`src/rtl/sca_pingpong_pkg.sv`:
```
// Shared constants for the ping-pong buffer: bank encodings and occupancy width.
package sca_pingpong_pkg;
  localparam logic BANK_A  = 1'b0;
  localparam logic BANK_B  = 1'b1;
  localparam int   COUNT_W = 2;
endpackage

```
`src/rtl/sca_reg.sv`:
```
// Load-enabled data register with synchronous reset to zero; one cycle load latency.
module sca_reg #(
  parameter int SIZE = 1
) (
  input  logic            CLK,
  input  logic            RST,
  input  logic            LD,
  input  logic [SIZE-1:0] D,
  output logic [SIZE-1:0] Q
);
  logic [SIZE-1:0] q_q;
  logic [SIZE-1:0] q_d;

  always_comb begin
    q_d = q_q;
    if (LD) q_d = D;
  end

  always_ff @(posedge CLK) begin
    if (RST) q_q <= '0;
    else     q_q <= q_d;
  end

  assign Q = q_q;
endmodule

```
`src/rtl/sca_pingpong.sv`:
```
// Two-bank ping-pong buffer feeding a 2:1 mux; 1-cycle write-to-read latency.
// Valid/ready on both sides; all outputs come from registered state only.
module sca_pingpong
  import sca_pingpong_pkg::*;
#(
  parameter int SIZE = 1
) (
  input  logic               CLK,
  input  logic               RST,
  input  logic [SIZE-1:0]    DIN,
  input  logic               WR_VALID,
  output logic               WR_READY,
  output logic [SIZE-1:0]    BUF_A,
  output logic [SIZE-1:0]    BUF_B,
  output logic               RD_SEL,
  output logic               RD_VALID,
  input  logic               RD_READY,
  output logic [COUNT_W-1:0] COUNT
);
  logic wp_q, wp_d;
  logic rp_q, rp_d;
  logic full_a_q, full_a_d;
  logic full_b_q, full_b_d;
  logic wr_acc, rd_acc;
  logic ld_a, ld_b;

  assign WR_READY = (wp_q == BANK_A) ? !full_a_q : !full_b_q;
  assign RD_VALID = (rp_q == BANK_A) ? full_a_q : full_b_q;
  assign RD_SEL   = rp_q;
  assign COUNT    = COUNT_W'(full_a_q) + COUNT_W'(full_b_q);

  assign wr_acc = WR_VALID && WR_READY;
  assign rd_acc = RD_VALID && RD_READY;
  assign ld_a   = wr_acc && (wp_q == BANK_A);
  assign ld_b   = wr_acc && (wp_q == BANK_B);

  // A write and a read in the same cycle always hit different banks, so set/clear never collide.
  always_comb begin
    wp_d     = wp_q ^ wr_acc;
    rp_d     = rp_q ^ rd_acc;
    full_a_d = full_a_q;
    full_b_d = full_b_q;
    if (ld_a) full_a_d = 1'b1;
    if (ld_b) full_b_d = 1'b1;
    if (rd_acc && (rp_q == BANK_A)) full_a_d = 1'b0;
    if (rd_acc && (rp_q == BANK_B)) full_b_d = 1'b0;
  end

  always_ff @(posedge CLK) begin
    if (RST) begin
      wp_q     <= BANK_A;
      rp_q     <= BANK_A;
      full_a_q <= 1'b0;
      full_b_q <= 1'b0;
    end else begin
      wp_q     <= wp_d;
      rp_q     <= rp_d;
      full_a_q <= full_a_d;
      full_b_q <= full_b_d;
    end
  end

  sca_reg #(.SIZE(SIZE)) u_bank_a (
    .CLK (CLK),
    .RST (RST),
    .LD  (ld_a),
    .D   (DIN),
    .Q   (BUF_A)
  );

  sca_reg #(.SIZE(SIZE)) u_bank_b (
    .CLK (CLK),
    .RST (RST),
    .LD  (ld_b),
    .D   (DIN),
    .Q   (BUF_B)
  );
endmodule

```
`config.mk`:
```
export PLATFORM = sky130hd
export DESIGN_NAME = sca_pingpong
export DESIGN_NICKNAME = d
export VERILOG_FILES = /design/src/rtl/sca_pingpong_pkg.sv /design/src/rtl/sca_reg.sv /design/src/rtl/sca_pingpong.sv
export SDC_FILE = /design/constraint.sdc
export NUM_CORES = 1
export LEC_CHECK = 0
export BUFFER_PORTS_ARGS = -buffer_cell sky130_fd_sc_hd__buf_4
export CAP_MARGIN = 30
export CORE_AREA = 2 2 39 41
export CTS_CLUSTER_DIAMETER = 120
export DETAILED_ROUTE_END_ITERATION = 8
export DIE_AREA = 0 0 41 43
export GPL_TIMING_DRIVEN = 0
export PLACE_DENSITY = 0.45
export SLEW_MARGIN = 20
export SYNTH_ARGS = -nofsm -noshare
export SYNTH_HDL_FRONTEND = slang
export SYNTH_SLANG_ARGS = --single-unit
```
`constraint.sdc`:
```
create_clock -name CLK -period 1.1 [get_ports CLK]
set_input_delay 0.055 -clock CLK [delete_from_list [all_inputs] [get_ports CLK]]
set_output_delay 0.055 -clock CLK [all_outputs]
set_load 0.005 [all_outputs]
```
# Word level (Yosys, flattened, before mapping)
# Index checks and enable logic that the tools add are counted.
dict set report op_classes {
  n_addsub 1
  muxes 2
  bitwise_logic 4
  reduce_logical 10
}
# cell count
set op_table {}
lappend op_table {{$logic_and 1x1->1} 6}
lappend op_table {{$reduce_or 2->1} 2}
lappend op_table {{$add 1x1->2} 1}
lappend op_table {{$logic_not 1->1} 2}
lappend op_table {{$mux 1} 2}
lappend op_table {{$not 1->1} 2}
lappend op_table {{$xor 1x1->1} 2}
dict set report word_totals {
  reg_bits 6
  inputBits 5
  output_inout_bits 7
  elab_cells 23
}

# Logic depth before layout (Yosys ltp)
dict set report logic_depth {
  depth_word 4
  ltp_mapped 5
  ltp_nobuf 5
}

# Hierarchy
# A second synthesis with hierarchy kept.
dict set report unflattened {
  hier_cells 27
  area_unflattened_um2 282.8
}
# mod instances cells_each area_per_inst_um2 seq_area_each_um2
set by_module_without_submodules {}
lappend by_module_without_submodules {sca_pingpong 1 21 215.2 80.1}
lappend by_module_without_submodules {sca_reg 2 3 33.8 20.0}

# Worst setup path after synthesis
# Ideal clock, no wire load.
dict set report synth_timing {
  path_kind {reg2reg}
  start {register rp_q (netlist: RD_SEL)}
  end {register rp_q (netlist: RD_SEL)}
  setup_time_ns 0.064
  arrival_ns 1.193
  t_required_ns 1.036
  path_slack_ns -0.157
  stages_incl_launch_ff 5
  path_buffers 0
  period_less_slack_ns 1.257
  cell_sequence {dfxtp_1 -> mux2_4 -> and2_4 -> ha_1 -> nor2_1}
}
dict set report synth_between {
  elab_chain_cells 3
}
# item line_no
set synth_lines {}
lappend synth_lines {{start, declared} sca_pingpong.sv:21} ;# logic rp_q, rp_d;
lappend synth_lines {{start signal, assigned} sca_pingpong.sv:57} ;# rp_q <= rp_d;
lappend synth_lines {{$mux 1} sca_pingpong.sv:28} ;# assign RD_VALID = (rp_q == BANK_A) ? full_a_q : full_b_q;
lappend synth_lines {{via RD_VALID} sca_pingpong.sv:16} ;# output logic RD_VALID,
lappend synth_lines {{$logic_and 1x1->1} sca_pingpong.sv:33} ;# assign rd_acc = RD_VALID && RD_READY;
lappend synth_lines {{$xor 1x1->1} sca_pingpong.sv:40} ;# rp_d = rp_q ^ rd_acc;
# The timed path passes the listed nets, and every way through them passes these cells.
# A chain may end at the register's enable or synchronous reset.

# Worst setup path in the final report
dict set report layout_timing {
  start {register wp_q}
  end {register u_bank_a.q_q (netlist: u_bank_a.Q)}
}
dict set report layout_between {
  elab_chain_cells 3
  elab_cells_between_ends 4
  cone_classes {mux: 1; bitwise: 1; reduce/logical: 2}
}
# item line_no
set layout_lines {}
lappend layout_lines {{start, declared} sca_pingpong.sv:20} ;# logic wp_q, wp_d;
lappend layout_lines {{start signal, assigned} sca_pingpong.sv:56} ;# wp_q <= wp_d;
lappend layout_lines {{$mux 1} sca_pingpong.sv:27} ;# assign WR_READY = (wp_q == BANK_A) ? !full_a_q : !full_b_q;
lappend layout_lines {{$logic_and 1x1->1} sca_pingpong.sv:32} ;# assign wr_acc = WR_VALID && WR_READY;
lappend layout_lines {{$logic_and 1x1->1 (*)} sca_pingpong.sv:34} ;# assign ld_a = wr_acc && (wp_q == BANK_A);
lappend layout_lines {{via ld_a} sca_pingpong.sv:25} ;# logic ld_a, ld_b;
lappend layout_lines {{end signal, assigned} sca_reg.sv:21} ;# else q_q <= q_d;
lappend layout_lines {{end, declared} sca_reg.sv:11} ;# logic [SIZE-1:0] q_q;
# The timed path passes the listed nets; every way through them passes the cells marked *.

==> metrics.yaml <==
global_routing:
  grt_start_max_net_pins: 7
  grt_busiest_layer: "met2"
  grt_antenna_before_repair: 0
  overflow: 0
  grt_use_met3_pct: 3.14
  first_global_vias: 242
  grtUsageMet1_pct: 9.32
  grt_pass1_wl_um: 917
  met2_usage_pct: 10.6
  track_usage_pct: 7.83
finish:
  stdcell_count: 60
  nNetsFinal: 56
  design_area_sq_um: 508
  fill_cells: 150
  layout-drive-gt1-share_pct: 72.7
  synthToLayoutAreaGrowth_pct: 79.6
  antenna_cells: 0
critical_path:
  cp-end-kind: "flop"
  crit_fanout: 2
  crit_path_cell_trace: "mux2i_2 -> and2_4 -> ha_4 -> mux2i_1 -> nor2_1"
  path_class: "flop to flop"
  slowest_delay_ns: 0.33
  required_ns: 1.24
  arrival_ns: 1.35
  crit_path_start_kind: "flop"
  cp_slowest_cell: "dfxtp_2"
yosys:
  syn_area_sq_um: 283
  netlist_top_cells_count: "6 x dfxtp_1, 6 x nor2_1, 5 x ha_1, 3 x mux2i_1"
  ys_seq_area_share_pct: 42.5
  ys_seq_elements: 6
  yosys.area.top_type: "dfxtp_1"
  avgSynthCellArea_sq_um: 10.5
  ys_warn_count: 0
  ys_types: 9
  synthesis.instances: 27
  synth_ff_type: "dfxtp_1"
  synth_nets: 37
  synth-async-reset-ratio_pct: 0
  synth_edf_count: 0
  synth_top_area_share_pct: 42.5
  synth.area.top_cells: "dfxtp_1 42%, ha_1 22%, mux2i_1 11%"
drt:
  via_count: 248
  avgRoutedWirePerCell_um: 9.53
  vias_per_cell: 4.13
  ant_nets: 0
  drtIter0Drc: 0
  drc: 0
  drtPass1Iterations: 1
  wirelength_um: 572
pwr:
  internal_power_uw: 533
  switching_power_uw: 204
  p_seq_share_pct: 37.3
  pwr-share-clk_pct: 27.7
  leakage_uw: 0.000224
  peakVddDrop_mv: 0.596
  swShare_pct: 27.7
  power-per-cell-area_nw_per_um2: 1450
  p_comb_share_pct: 35.0
sta:
  rsz0062_at_grt: "yes"
  hold_violations: 0
  worst_pin_slew_ns: 0.156
  clock_skew_ns: 0.00109
  drv_slew: 0
  finalCritPeriodShare_pct: 111
  setup_ws_ns: -0.118
  fmax_mhz: 821
  slew_headroom_pct: 89.4
  period_minus_slack_ns: 1.22
  setup_violations: 5
job:
  maxCapViolations: 0
floorplan:
  placementRows: 14
  core_area_sq_um: 1380
  die_y_um: 43
  pin_count: 12
  die_w_um: 41
  die_area_sq_um: 1760
  initial_core_util_pct: 20.4
run_status:
  status: "finished with violations"
  failed_checks: "setup timing"
clocking:
  root_buffer: "clkbuf_4"
  clock_latency_ns: 0.24
  htreeDepth: 1
  clockBufferDepth: 2
  clk_pin_slew_ns: 0.05
  cts_tree: "built"
  clock-sinks: 6
  numCtsBuffers: 3
place:
  placed_cell_area_sq_um: 403
  placedCellCount: 54
  io_buffers: 11
  globalplace.congestion: 0.634
min_path:
  hp-class: "input port to flop"
==> registers in the layout (all words and copies together), names as in the netlist <==
name        count
RD_SEL          1
full_a_q        1
full_b_q        1
u_bank_a.Q      1
u_bank_b.Q      1
wp_q            1
==> final cells by class <==
cell class	instances	area, sq um	share of cell area (%)
Timing Repair Buffer	14	109	21.4
Multi-Input combinational cell	19	224	44.1
Clock buffer	3	22.5	4.43
Tap cell	16	20.0	3.94
Inverter	2	7.51	1.48
Sequential cell	6	125	24.6
==> path summary, 6_finish.rpt <==
| check | cells after the start | endpoint | startpoint | slack (ns) |
|---|---|---|---|---|
| min reg2reg | 2 | u_bank_a.Q$_SDFFE_PP0P_ | u_bank_a.Q$_SDFFE_PP0P_ | 0.51 |
| max reg2reg | 5 | u_bank_a.Q$_SDFFE_PP0P_ | wp_q$_SDFF_PP0_ | -0.12 |
| min | 2 | wp_q$_SDFF_PP0_ | RST | 0.01 |
| max | 5 | u_bank_a.Q$_SDFFE_PP0P_ | wp_q$_SDFF_PP0_ | -0.12 |
==> timing repair <==
item                       in CTS  in global routing
pin swaps                       5                  3
setup buffers                   3                  0
hold buffers                    0                  0
gates resized for setup         3                 10
setup endpoints to repair       7                  8
==> layer usage <==
layer / share of wire [%] / wire (um)
met1: 38 / 218
met2: 56 / 318
met3: 6.1 / 35
met4: 0 / 0
met5: 0 / 0
==> cells by family (layout without fill, tap and decap cells) <==
kind of cell / Yosys count / in the layout / synth area share (%)
mux: 4 / 4 / 15.9
buf+inv: 2 / 19 / 2.66
simple gates: 10 / 10 / 16.8
flops: 6 / 6 / 42.5
fa+ha+maj: 5 / 5 / 22.1
==> power by group through the flow <==
stage	combinational (uW)	clock (uW)	sequential, uW
2_1_floorplan	99.3	0	274
3_3_place_gp	177	0	277
3_5_place_dp	179	0	280
4_1_cts	215	217	271
5_1_grt	281	226	280
6_report	258	204	275
==> metrics by stage <==
step	TNS, ns	hold slack, ns	power [uW]	utilization [%]	setup slack, ns
3_3_place_gp	-0.564	0.255	455	29.1	-0.168
2_1_floorplan	-0.487	0.114	374	-	-0.129
6_report	-0.411	0.0149	737	36.7	-0.118
3_5_place_dp	-0.711	0.258	459	29.1	-0.197
4_1_cts	-0.664	0.00328	703	33.1	-0.197
5_1_grt	-0.618	0.0148	787	36.7	-0.191
==> placed cells by master, fill, tap and decap left out, drive strengths merged <==
cell type	count
ha	5
mux2	1
clkbuf	3
buf	14
nor3	2
mux2i	3
nor2	6
dfxtp	6
inv	2
and2	2
==> worst max-delay path: cells and delay by family, from the launching register on <==
family / cells / cell delay (ns)
DFF: 1 / 0.33
muxes: 2 / 0.40
adders and majority gates: 1 / 0.13
and+or+nand+nor: 2 / 0.25
Power figures use the tool's default switching activity.
